==> src/rtl/tdc_ctrl_pkg.sv <==
// rtl/tdc_ctrl_pkg.sv - shared state encoding, control/status bit indices and sizing helper
package tdc_ctrl_pkg;

    typedef enum logic [2:0] {
        ST_IDLE     = 3'd0,
        ST_RUN      = 3'd1,
        ST_RUN_DONE = 3'd2,
        ST_CLEAR    = 3'd3,
        ST_CLR_DONE = 3'd4
    } state_t;

    localparam int CTRL_RUN  = 0;
    localparam int CTRL_CLR  = 1;
    localparam int CTRL_CONT = 2;

    localparam int STAT_RDY  = 0;
    localparam int STAT_FULL = 1;
    localparam int STAT_WRAP = 2;

    function automatic int bytes_per_word(input int data_w);
        return data_w / 8;
    endfunction

endpackage

==> src/rtl/tdc_sample_acc.sv <==
// rtl/tdc_sample_acc.sv - saturating sample accumulator with per-word sample counter
module tdc_sample_acc #(
    parameter int ONES_W   = 8,
    parameter int DATA_W   = 32,
    parameter int ACC_LOG2 = 0
) (
    input  logic              clk,
    input  logic              rst_n,
    input  logic              clear,
    input  logic              sample_en,
    input  logic [ONES_W-1:0] ones,
    output logic              word_valid,
    output logic [DATA_W-1:0] word_data
);

    localparam int              CNT_W    = (ACC_LOG2 > 0) ? ACC_LOG2 : 1;
    localparam logic [CNT_W-1:0] CNT_LAST = CNT_W'((1 << ACC_LOG2) - 1);

    logic [DATA_W-1:0] acc;
    logic [CNT_W-1:0]  cnt;
    logic [DATA_W:0]   sum;

    // One extra bit of headroom detects overflow; the word sticks at all-ones.
    always_comb begin
        sum        = {1'b0, acc} + (DATA_W+1)'(ones);
        word_data  = sum[DATA_W] ? '1 : sum[DATA_W-1:0];
        word_valid = sample_en && (cnt == CNT_LAST);
    end

    always_ff @(posedge clk or negedge rst_n) begin
        if (!rst_n) begin
            acc <= '0;
            cnt <= '0;
        end else if (clear) begin
            acc <= '0;
            cnt <= '0;
        end else if (sample_en) begin
            if (word_valid) begin
                acc <= '0;
                cnt <= '0;
            end else begin
                acc <= word_data;
                cnt <= cnt + 1'b1;
            end
        end
    end

endmodule

==> src/rtl/tdc_capture_ctrl.sv <==
// rtl/tdc_capture_ctrl.sv - TDC popcount capture into BRAM port B with clear sweep and Booth finish flag
module tdc_capture_ctrl
    import tdc_ctrl_pkg::*;
#(
    parameter int ONES_W   = 8,
    parameter int DATA_W   = 32,
    parameter int ADDR_W   = 15,
    parameter int DEPTH    = 8192,
    parameter int ACC_LOG2 = 0
) (
    input  logic                  sys_clk,
    input  logic                  sys_rst_n,
    input  logic [ONES_W-1:0]     ones,
    input  logic [2:0]            ctrl,
    output logic [2:0]            status,
    output logic                  finish,
    output logic                  clkb,
    output logic                  rstb,
    output logic                  enb,
    output logic [DATA_W/8-1:0]   web,
    output logic [ADDR_W-1:0]     addrb,
    output logic [DATA_W-1:0]     datab
);

    localparam int             BYTES    = bytes_per_word(DATA_W);
    localparam int             BYTE_SH  = $clog2(BYTES);
    localparam int             PTR_W    = (DEPTH > 1) ? $clog2(DEPTH) : 1;
    localparam logic [PTR_W-1:0] PTR_LAST = PTR_W'(DEPTH - 1);

    state_t             state, state_nxt;
    logic [PTR_W-1:0]   ptr, ptr_nxt;
    logic               cont_q, cont_nxt;
    logic               full_q, full_nxt;
    logic               wrap_q, wrap_nxt;
    logic               finish_nxt;
    logic               wr;
    logic [DATA_W-1:0]  wr_data;
    logic               sample_en, acc_clear;
    logic               word_valid;
    logic [DATA_W-1:0]  word_data;

    // Kept outside the FSM process so word_valid never feeds back into its own driver.
    assign sample_en = (state == ST_RUN) && ctrl[CTRL_RUN];
    assign acc_clear = (state != ST_RUN);

    tdc_sample_acc #(
        .ONES_W   (ONES_W),
        .DATA_W   (DATA_W),
        .ACC_LOG2 (ACC_LOG2)
    ) u_acc (
        .clk        (sys_clk),
        .rst_n      (sys_rst_n),
        .clear      (acc_clear),
        .sample_en  (sample_en),
        .ones       (ones),
        .word_valid (word_valid),
        .word_data  (word_data)
    );

    always_comb begin
        state_nxt  = state;
        ptr_nxt    = ptr;
        cont_nxt   = cont_q;
        full_nxt   = full_q;
        wrap_nxt   = wrap_q;
        finish_nxt = finish;
        wr         = 1'b0;
        wr_data    = '0;
        case (state)
            ST_IDLE: begin
                ptr_nxt = '0;
                if (ctrl[CTRL_CLR]) begin
                    state_nxt  = ST_CLEAR;
                    finish_nxt = 1'b1;
                    full_nxt   = 1'b1;
                end else if (ctrl[CTRL_RUN]) begin
                    state_nxt  = ST_RUN;
                    finish_nxt = 1'b0;
                    cont_nxt   = ctrl[CTRL_CONT];
                end
            end
            ST_RUN: begin
                if (!ctrl[CTRL_RUN]) begin
                    state_nxt = ST_RUN_DONE;
                end else if (word_valid) begin
                    wr      = 1'b1;
                    wr_data = word_data;
                    ptr_nxt = ptr + 1'b1;
                    if (ptr == PTR_LAST) begin
                        ptr_nxt = '0;
                        if (cont_q) begin
                            wrap_nxt = 1'b1;
                        end else begin
                            full_nxt  = 1'b1;
                            state_nxt = ST_RUN_DONE;
                        end
                    end
                end
            end
            ST_RUN_DONE: begin
                if (!ctrl[CTRL_RUN]) state_nxt = ST_IDLE;
            end
            ST_CLEAR: begin
                wr      = 1'b1;
                ptr_nxt = ptr + 1'b1;
                if (ptr == PTR_LAST) begin
                    ptr_nxt   = '0;
                    state_nxt = ST_CLR_DONE;
                    full_nxt  = 1'b0;
                    wrap_nxt  = 1'b0;
                end
            end
            ST_CLR_DONE: begin
                if (!ctrl[CTRL_CLR]) state_nxt = ST_IDLE;
            end
            default: state_nxt = ST_IDLE;
        endcase
    end

    always_ff @(posedge sys_clk or negedge sys_rst_n) begin
        if (!sys_rst_n) begin
            state  <= ST_IDLE;
            ptr    <= '0;
            cont_q <= 1'b0;
            full_q <= 1'b0;
            wrap_q <= 1'b0;
            finish <= 1'b0;
            enb    <= 1'b0;
            addrb  <= '0;
            datab  <= '0;
            status <= '0;
        end else begin
            state  <= state_nxt;
            ptr    <= ptr_nxt;
            cont_q <= cont_nxt;
            full_q <= full_nxt;
            wrap_q <= wrap_nxt;
            finish <= finish_nxt;
            enb    <= wr;
            datab  <= wr_data;
            if (wr) addrb <= ADDR_W'(ptr) << BYTE_SH;
            status[STAT_RDY]  <= (state == ST_IDLE);
            status[STAT_FULL] <= full_q;
            status[STAT_WRAP] <= wrap_q;
        end
    end

    assign web  = {BYTES{enb}};
    assign clkb = sys_clk;
    assign rstb = 1'b0;

endmodule

==> config.mk <==
export PLATFORM = sky130hd
export DESIGN_NAME = tdc_capture_ctrl
export DESIGN_NICKNAME = d
export VERILOG_FILES = /design/src/rtl/tdc_ctrl_pkg.sv /design/src/rtl/tdc_sample_acc.sv /design/src/rtl/tdc_capture_ctrl.sv
export SDC_FILE = /design/constraint.sdc
export NUM_CORES = 1
export LEC_CHECK = 0
export ABC_AREA = 1
export CORE_UTILIZATION = 45
export CTS_CLUSTER_DIAMETER = 40
export DETAILED_ROUTE_END_ITERATION = 12
export PLACE_DENSITY_LB_ADDON = 0.08
export SETUP_SLACK_MARGIN = 0.1
export SKIP_CTS_REPAIR_TIMING = 1
export SLEW_MARGIN = 25
export SYNTH_ARGS = -nofsm -noshare
export SYNTH_HDL_FRONTEND = slang
export SYNTH_SLANG_ARGS = --single-unit
==> constraint.sdc <==
create_clock -name sys_clk -period 2.5 [get_ports sys_clk]
set_clock_uncertainty 0.2 [all_clocks]
set_input_delay 0.75 -clock sys_clk [delete_from_list [all_inputs] [get_ports sys_clk]]
set_output_delay 0.75 -clock sys_clk [all_outputs]
set_load 0.02 [all_outputs]
==> impl_results.md, run 1 <==
- Status: finished, final reports clean
- Vias per inst: 5.00
- CP endpoint kind: output pin
- Post-synthesis cell type count: 33
- Overall die area: 0.0127 sq mm
- Final Util: 0.613
- Min setup slack post-route: 63.5 ps
- WP buf/inv: 2
- Drt first pass iters: 5
- Pwr dens: 699 mW/mm^2
- Post-synthesis sequential area ratio: 0.463
- Startpoint types: clock port
- DIE HEIGHT: 113 um
- Area Growth Syn to Fin: 33.1%
- Row count: 40
- Hold crit path type: register to register
- Area taken by multi-input logic gates: 0.00263 sq mm
- Vias: 4921
- Crit-path cells: clkbuf_16 -> buf_8
- Die width: 113 um
- Pre-CTS WS: -562 ps
- IO Port Bufs: 67
- Final Wtd Congestion: 0.895
- Post-route ant nets: 0
- Grt total ovfl: 0
- Max cap viols: 0
- Core ar.: 0.0120 sq mm
- WP data required: 1550 ps
- Vias in the first global route: 4785
- CP max stage cell: clkbuf_16
- Largest net degree at the start of global routing: 55
- Max VDD drop: 665 uV
- Synth cell count leaders: nand2_1 (244), dfrtp_1 (102), inv_1 (100)
- Mean Syn Cell Area: 7.63 sq um
- Pleak: 4.15 nW
- Fill count: 1102
- Synth Flop Type: dfrtp_1
- Initial antenna violation count: 0
- Async SR Flop Fraction: 1.00
- DRC errors left: 0
- Detailed Place HPWL: 9940 um
- DR WL/cell: 14.0 um
- Nets: 856
- Top-count cell post-synth: nand2_1
- Final setup fails: 0
- Placed cell count: 957
- Reg clk slew, reported paths: 70 ps
- Synth top area cells: dfrtp_1 (46%), nand2_1 (17%), inv_1 (6.8%), nand3_1 (4.5%), nor2_1 (3.6%)
- Worst-path fanout max: 2
- Post-Synthesis Cell Area: 0.00551 sq mm
- GRT Total Usage: 0.226
- Clk_lat worst skew: 470 ps
- TritonCTS clock tree: yes
- PnR Total Power: 5.13 mW
- Synth Register Bits: 102
- Yosys top cell by area: dfrtp_1
- Crit path max-delay family: buffers and inverters
- Arrival time of the worst setup path: 1490 ps
- Initial core utilization: 0.461
- Routed WL: 13800 um
- I/O pins: 71
- RSZ-0062 raised after global routing: yes
- Fraction of layout instances using a drive strength above 1: 0.168
- Synth Instances: 722
- Top cell type's share of synthesized area: 0.463
- Storage cell area: 0.00255 sq mm
- 1st-iter DRT viols: 246
- Crit path largest cell delay: 120 ps
- Warnings from Yosys: 0
- Slew Limit Fails: 0
- EDFF count, synth: 0
- Post-Layout Cell Count: 985
- Worst Path Class, Setup: clock port to output pin
- Final Hold Viols: 0
- Global-route wire length before repair: 22300 um
- Ant diodes: 0
worst paths after layout:
kind	startpoint	endpoint	slack, ps	cells after the start
setup / recovery	sys_clk	clkb	60	2
min in group asynchronous	sys_rst_n	datab[4]$_DFF_PN0_	470	2
hold reg to reg	full_q$_DFFE_PN0P_	status[1]$_DFF_PN0_	190	0
setup reg to reg	u_acc.acc[0]$_DFFE_PN0P_	u_acc.acc[20]$_DFFE_PN0P_	260	12
max in group asynchronous	sys_rst_n	u_acc.acc[15]$_DFFE_PN0P_	1090	3
hold / removal	full_q$_DFFE_PN0P_	status[1]$_DFF_PN0_	190	0
routing by layer:
layer / global-route usage / part of all wire / vias up
met5: 0 / 0 / -
met4: 0.108 / 0.021 / 0
met3: 0.0513 / 0.040 / 26
met2: 0.385 / 0.50 / 113
met1: 0.271 / 0.43 / 2314
li1: - / - / 2468
report_power, final:
group          total [mW]  switching [mW]  internal, mW
sequential           1.95           0.106          1.85
combinational        1.60           0.955         0.640
clock                1.58           0.688         0.891
total                5.13            1.75          3.38
flip-flops by register name, indices dropped and copies added (netlist names):
name and count:
datab 32, u_acc.acc 32, addrb 13, ptr 13, state 3, status 3
cont_q 1, enb 1, finish 1, full_q 1, u_acc.cnt 1, wrap_q 1
cell type report:
class | instances | share of cell area
multi-input cells | 495 | 0.358
flip-flops and latches | 102 | 0.348
repair buffers | 117 | 0.168
inverters | 105 | 0.0537
clock buffers | 14 | 0.0420
well taps | 147 | 0.0251
clock inverters | 5 | 0.00563
stage by stage:
stage	TNS [ps]	area (sq um)	hold slack, ps
after global placement	-30690	6630	163
after CTS	-2020	6990	-83.0
final	0	7340	188
after floorplan	0	5550	154
after detailed placement	-31980	6630	177
after global routing	0	7340	203
layout by cell type (no fill, tap or decap), types with 6 or more instances in the layout:
cell	count
dfrtp_1	102
nand4_1	10
buf_4	38
nand2_2	15
buf_12	6
inv_1	100
nor2_1	52
nor3_1	14
dlymetal6s2s_1	30
nand3_2	21
a21oi_1	30
nand2_1	229
clkdlybuf4s50_1	35
nand3b_1	8
nand3_1	41
ha_4	6
clkbuf_16	12
nand2_4	7
o21ai_0	23
cell families after synthesis:
| family | count (synthesis) | synth area share |
|---|---|---|
| flip-flops | 102 | 0.463 |
| buffers and inverters | 128 | 0.100 |
| AND/OR/NAND/NOR | 408 | 0.332 |
| XOR/XNOR | 9 | 0.0143 |
| AO/OA/AOI/OAI | 62 | 0.0611 |
| adder cells (fa/ha/maj) | 10 | 0.0241 |
| multiplexers | 2 | 0.00409 |
| other | 1 | 0.000681 |
(Power assumes the default switching activity.)
==> run 2, diff against run 1 <==
--- a/config.mk
+++ b/config.mk
@@ -9,6 +9,7 @@
 export CORE_UTILIZATION = 45
 export CTS_CLUSTER_DIAMETER = 40
 export DETAILED_ROUTE_END_ITERATION = 12
+export GPL_ROUTABILITY_DRIVEN = 0
 export PLACE_DENSITY_LB_ADDON = 0.08
 export SETUP_SLACK_MARGIN = 0.1
 export SKIP_CTS_REPAIR_TIMING = 1
==> impl_results.md, run 2 (same netlist as run 1, synthesis figures left out) <==
- 1st-iter DRT viols: 257
- Max VDD drop: 860 uV
- Grt total ovfl: 0
- Reg clk slew, reported paths: 70 ps
- Vias per inst: 5.03
- Ant diodes: 0
- PnR Total Power: 5.10 mW
- Pleak: 4.13 nW
- Routed WL: 13700 um
- Vias in the first global route: 4879
- Final setup fails: 0
- DRC errors left: 0
- Post-route ant nets: 0
- I/O pins: 71
- WP buf/inv: 2
- Overall die area: 0.0127 sq mm
- Leading cell types in the layout, fill and taps excluded: nand2_1 (227), dfrtp_1 (102), inv_1 (98), nor2_1 (49), nand3_1 (42)
- Detailed Place HPWL: 9810 um
- Max cap viols: 0
- Status: finished, final reports clean
- Post-Layout Cell Count: 982
- Global-route wire length before repair: 22800 um
- Final Hold Viols: 0
- Placed cell count: 956
- Pwr dens: 694 mW/mm^2
- Crit-path cells: clkbuf_16 -> buf_8
- Largest net degree at the start of global routing: 40
- Arrival time of the worst setup path: 1490 ps
- Slew Limit Fails: 0
- CP max stage cell: clkbuf_16
- Core ar.: 0.0120 sq mm
- Drt first pass iters: 7
- Placement Cell Area: 0.00661 sq mm
- CP endpoint kind: output pin
- Min setup slack post-route: 63.7 ps
- Row count: 40
- DR WL/cell: 14.0 um
- Worst-path fanout max: 2
- Pre-CTS WS: -571 ps
- Die width: 113 um
- WP data required: 1550 ps
- DIE HEIGHT: 113 um
- Area Growth Syn to Fin: 33.3%
- Crit path max-delay family: buffers and inverters
- Worst Path Class, Setup: clock port to output pin
- Initial antenna violation count: 0
- Final hold slack: 42.6 ps
- TritonCTS clock tree: yes
- Crit path largest cell delay: 120 ps
- Fraction of layout instances using a drive strength above 1: 0.175
- Initial core utilization: 0.461
- Nets: 853
- Commonest non-fill, non-tap cell in the layout: nand2_1
- Post-route design area: 0.00734 sq mm
- GRT Total Usage: 0.233
- Startpoint types: clock port
- Vias: 4939
- Clk_lat worst skew: 470 ps
- Registers with the most flip-flops: datab: 32 flops, u_acc.acc: 32 flops
- RSZ-0062 raised after global routing: yes
- IO Port Bufs: 67
- Hold crit path type: input pin to async pin
-- run 2: cell count changes in the layout (fill, tap and decap cells not counted), sizes merged --
cell / change
buf: -3
nand2: +1
dlygate4sd3: -1
dlymetal6s2s: -2
clkbuf: -1
inv: -1
clkdlybuf4s50: +2
clkinv: +2
-- run 2: final cells by class --
class	count	area (sq um)
sequential	102	2550
inverter	105	394
clock buffer	13	294
fill	1072	4620
multi-input combinational	496	2690
timing repair buffer	113	1180
clock inverter	6	46.3
tap	147	184
-- run 2: worst paths after layout --
check	start	end	slack (ps)	cells after the start
min reg2reg	full_q$_DFFE_PN0P_	status[1]$_DFF_PN0_	180	0
max in group asynchronous	sys_rst_n	addrb[13]$_DFFE_PN0P_	1420	2
max reg2reg	u_acc.acc[0]$_DFFE_PN0P_	u_acc.acc[11]$_DFFE_PN0P_	310	11
min	sys_rst_n	u_acc.acc[3]$_DFFE_PN0P_	40	1
max	sys_clk	clkb	60	2
min in group sys_clk	full_q$_DFFE_PN0P_	status[1]$_DFF_PN0_	180	0
-- run 2: metrics by stage --
step / setup TNS, ps / util
2_1_floorplan: 0 / -
3_3_place_gp: -31790 / 0.553
5_1_grt: 0 / 0.614
6_report: 0 / 0.614
3_5_place_dp: -33160 / 0.553
4_1_cts: -2590 / 0.582
-- run 2: per-layer routing --
layer / vias up / GRT usage / wire length [um]
li1: 2455 / - / -
met1: 2356 / 0.274 / 5760
met2: 98 / 0.393 / 7060
met3: 30 / 0.0648 / 487
met4: 0 / 0.113 / 401
met5: - / 0 / 0
-- run 2: power by group --
group / internal (mW) / switching (mW)
clock network: 0.860 / 0.690
registers: 1.85 / 0.108
logic: 0.636 / 0.958
==> run 3, diff against run 2 <==
--- a/config.mk
+++ b/config.mk
@@ -6,11 +6,13 @@
 export NUM_CORES = 1
 export LEC_CHECK = 0
 export ABC_AREA = 1
+export CORE_MARGIN = 5
 export CORE_UTILIZATION = 45
 export CTS_CLUSTER_DIAMETER = 40
 export DETAILED_ROUTE_END_ITERATION = 12
 export GPL_ROUTABILITY_DRIVEN = 0
 export PLACE_DENSITY_LB_ADDON = 0.08
+export RECOVER_POWER = 50
 export SETUP_SLACK_MARGIN = 0.1
 export SKIP_CTS_REPAIR_TIMING = 1
 export SLEW_MARGIN = 25
==> impl_results.md, run 3 (same netlist as run 1, synthesis figures left out) <==
- Status: finished, final reports clean
- Reg2Reg Depth: 10
- Max cap viols: 0
- Post-route ant nets: 0
- Worst Path Class, Setup: clock port to output pin
- Vias: 4931
- Hold crit path type: register to register
- Detailed Place HPWL: 9960 um
- Crit path max-delay family: buffers and inverters
- DIE HEIGHT: 121 um
- Final setup fails: 0
- IO Port Bufs: 67
- Hold Path Stages: 0
- CP max stage cell: clkbuf_16
- Core ar.: 0.0120 sq mm
- I/O pins: 71
- Final Util: 0.604
- GRT Total Usage: 0.197
- Initial antenna violation count: 0
- Ant diodes: 0
- Nets: 850
- Pleak: 4.06 nW
- FF-to-FF End: datab[31]$_DFF_PN0_
- Hold path start: full_q$_DFFE_PN0P_
- Storage cell area: 0.00255 sq mm
- Fill count: 1080
- Clk_lat worst skew: 470 ps
- Launching point of the worst reg2reg path: u_acc.acc[0]$_DFFE_PN0P_
- TritonCTS clock tree: yes
- Pwr dens: 713 mW/mm^2
- Drt first pass iters: 4
- DRC errors left: 0
- Crit-path cells: clkbuf_16 -> buf_8
- Overall die area: 0.0146 sq mm
- Largest net degree at the start of global routing: 42
- FF-to-FF setup slack: 370 ps
- Registers with the most flip-flops: datab: 32 flops, u_acc.acc: 32 flops
- Leading cell types in the layout, fill and taps excluded: nand2_1 (231), dfrtp_1 (102), inv_1 (99), nor2_1 (50), nand3_1 (45)
- WP buf/inv: 2
- Hold Path End: status[1]$_DFF_PN0_
- Routed WL: 13700 um
- Fraction of layout instances using a drive strength above 1: 0.161
- CP endpoint kind: output pin
- Grt total ovfl: 0
- Die width: 121 um
- Max_slew headroom: 0.545
- Fin Setup TNS: 0 ps
- Post-route design area: 0.00725 sq mm
- Least-Margin Pin Slew: 682 ps
- RSZ-0062 raised after global routing: yes
- Commonest non-fill, non-tap cell in the layout: nand2_1
- Crit path largest cell delay: 120 ps
- Area Growth Syn to Fin: 31.6%
- Area taken by multi-input logic gates: 0.00266 sq mm
- Final Hold Viols: 0
- 1st-iter DRT viols: 241
- Initial core utilization: 0.459
- Slew Limit Fails: 0
- Reg clk slew, reported paths: 70 ps
- Placement Cell Area: 0.00662 sq mm
- Vias in the first global route: 4911
- WP data required: 1550 ps
- Startpoint types: clock port
- Global-route wire length before repair: 22700 um
- DR WL/cell: 14.0 um
- Vias per inst: 5.04
- Arrival time of the worst setup path: 1490 ps
- Max VDD drop: 552 uV
- Worst-path fanout max: 2
- Row count: 40
## run 3: cell type report
type | count | area share
multi-input cells | 496 | 0.366
repair buffers | 110 | 0.151
well taps | 147 | 0.0254
clock buffers | 13 | 0.0405
clock inverters | 6 | 0.0109
inverters | 105 | 0.0543
flip-flops and latches | 102 | 0.352
## run 3: power breakdown
| group | switching [mW] | internal (mW) | total [mW] | leakage (nW) |
|---|---|---|---|---|
| Sequential | 0.107 | 1.85 | 1.95 | 1.37 |
| Combinational | 0.941 | 0.592 | 1.53 | 2.50 |
| Clock | 0.706 | 0.977 | 1.68 | 0.183 |
## run 3: worst max-delay path by stage
stage,end,cells after the start,slack (ps),start
finish,clkb,2,60,sys_clk
floorplan,u_acc.acc[13]$_DFFE_PN0P_,11,20,ones[0]
detailed placement,u_acc.acc[12]$_DFFE_PN0P_,11,-600,ones[0]
global route,clkb,2,50,sys_clk
global placement,u_acc.acc[4]$_DFFE_PN0P_,12,-570,ones[0]
CTS,clkb,3,-480,sys_clk
## run 3: stage by stage
step                worst slack [ps]  instances  power (mW)  hold WS (ps)
floorplan                       19.4        724        2.97           154
global placement                -566        954        3.63           168
detailed placement              -599        954        3.66           165
CTS                             -479        973        5.39         -93.2
global route                    54.1        979        5.50           195
finish                          63.9        979        5.17           176
## run 3: metal layers
layer | vias up | routed length (um) | part of all wire | GRT usage
li1 | 2459 | - | - | -
met1 | 2330 | 5640 | 0.41 | 0.235
met2 | 114 | 6930 | 0.51 | 0.333
met3 | 28 | 717 | 0.052 | 0.0519
met4 | 0 | 378 | 0.028 | 0.0928
met5 | - | 0 | 0 | 0
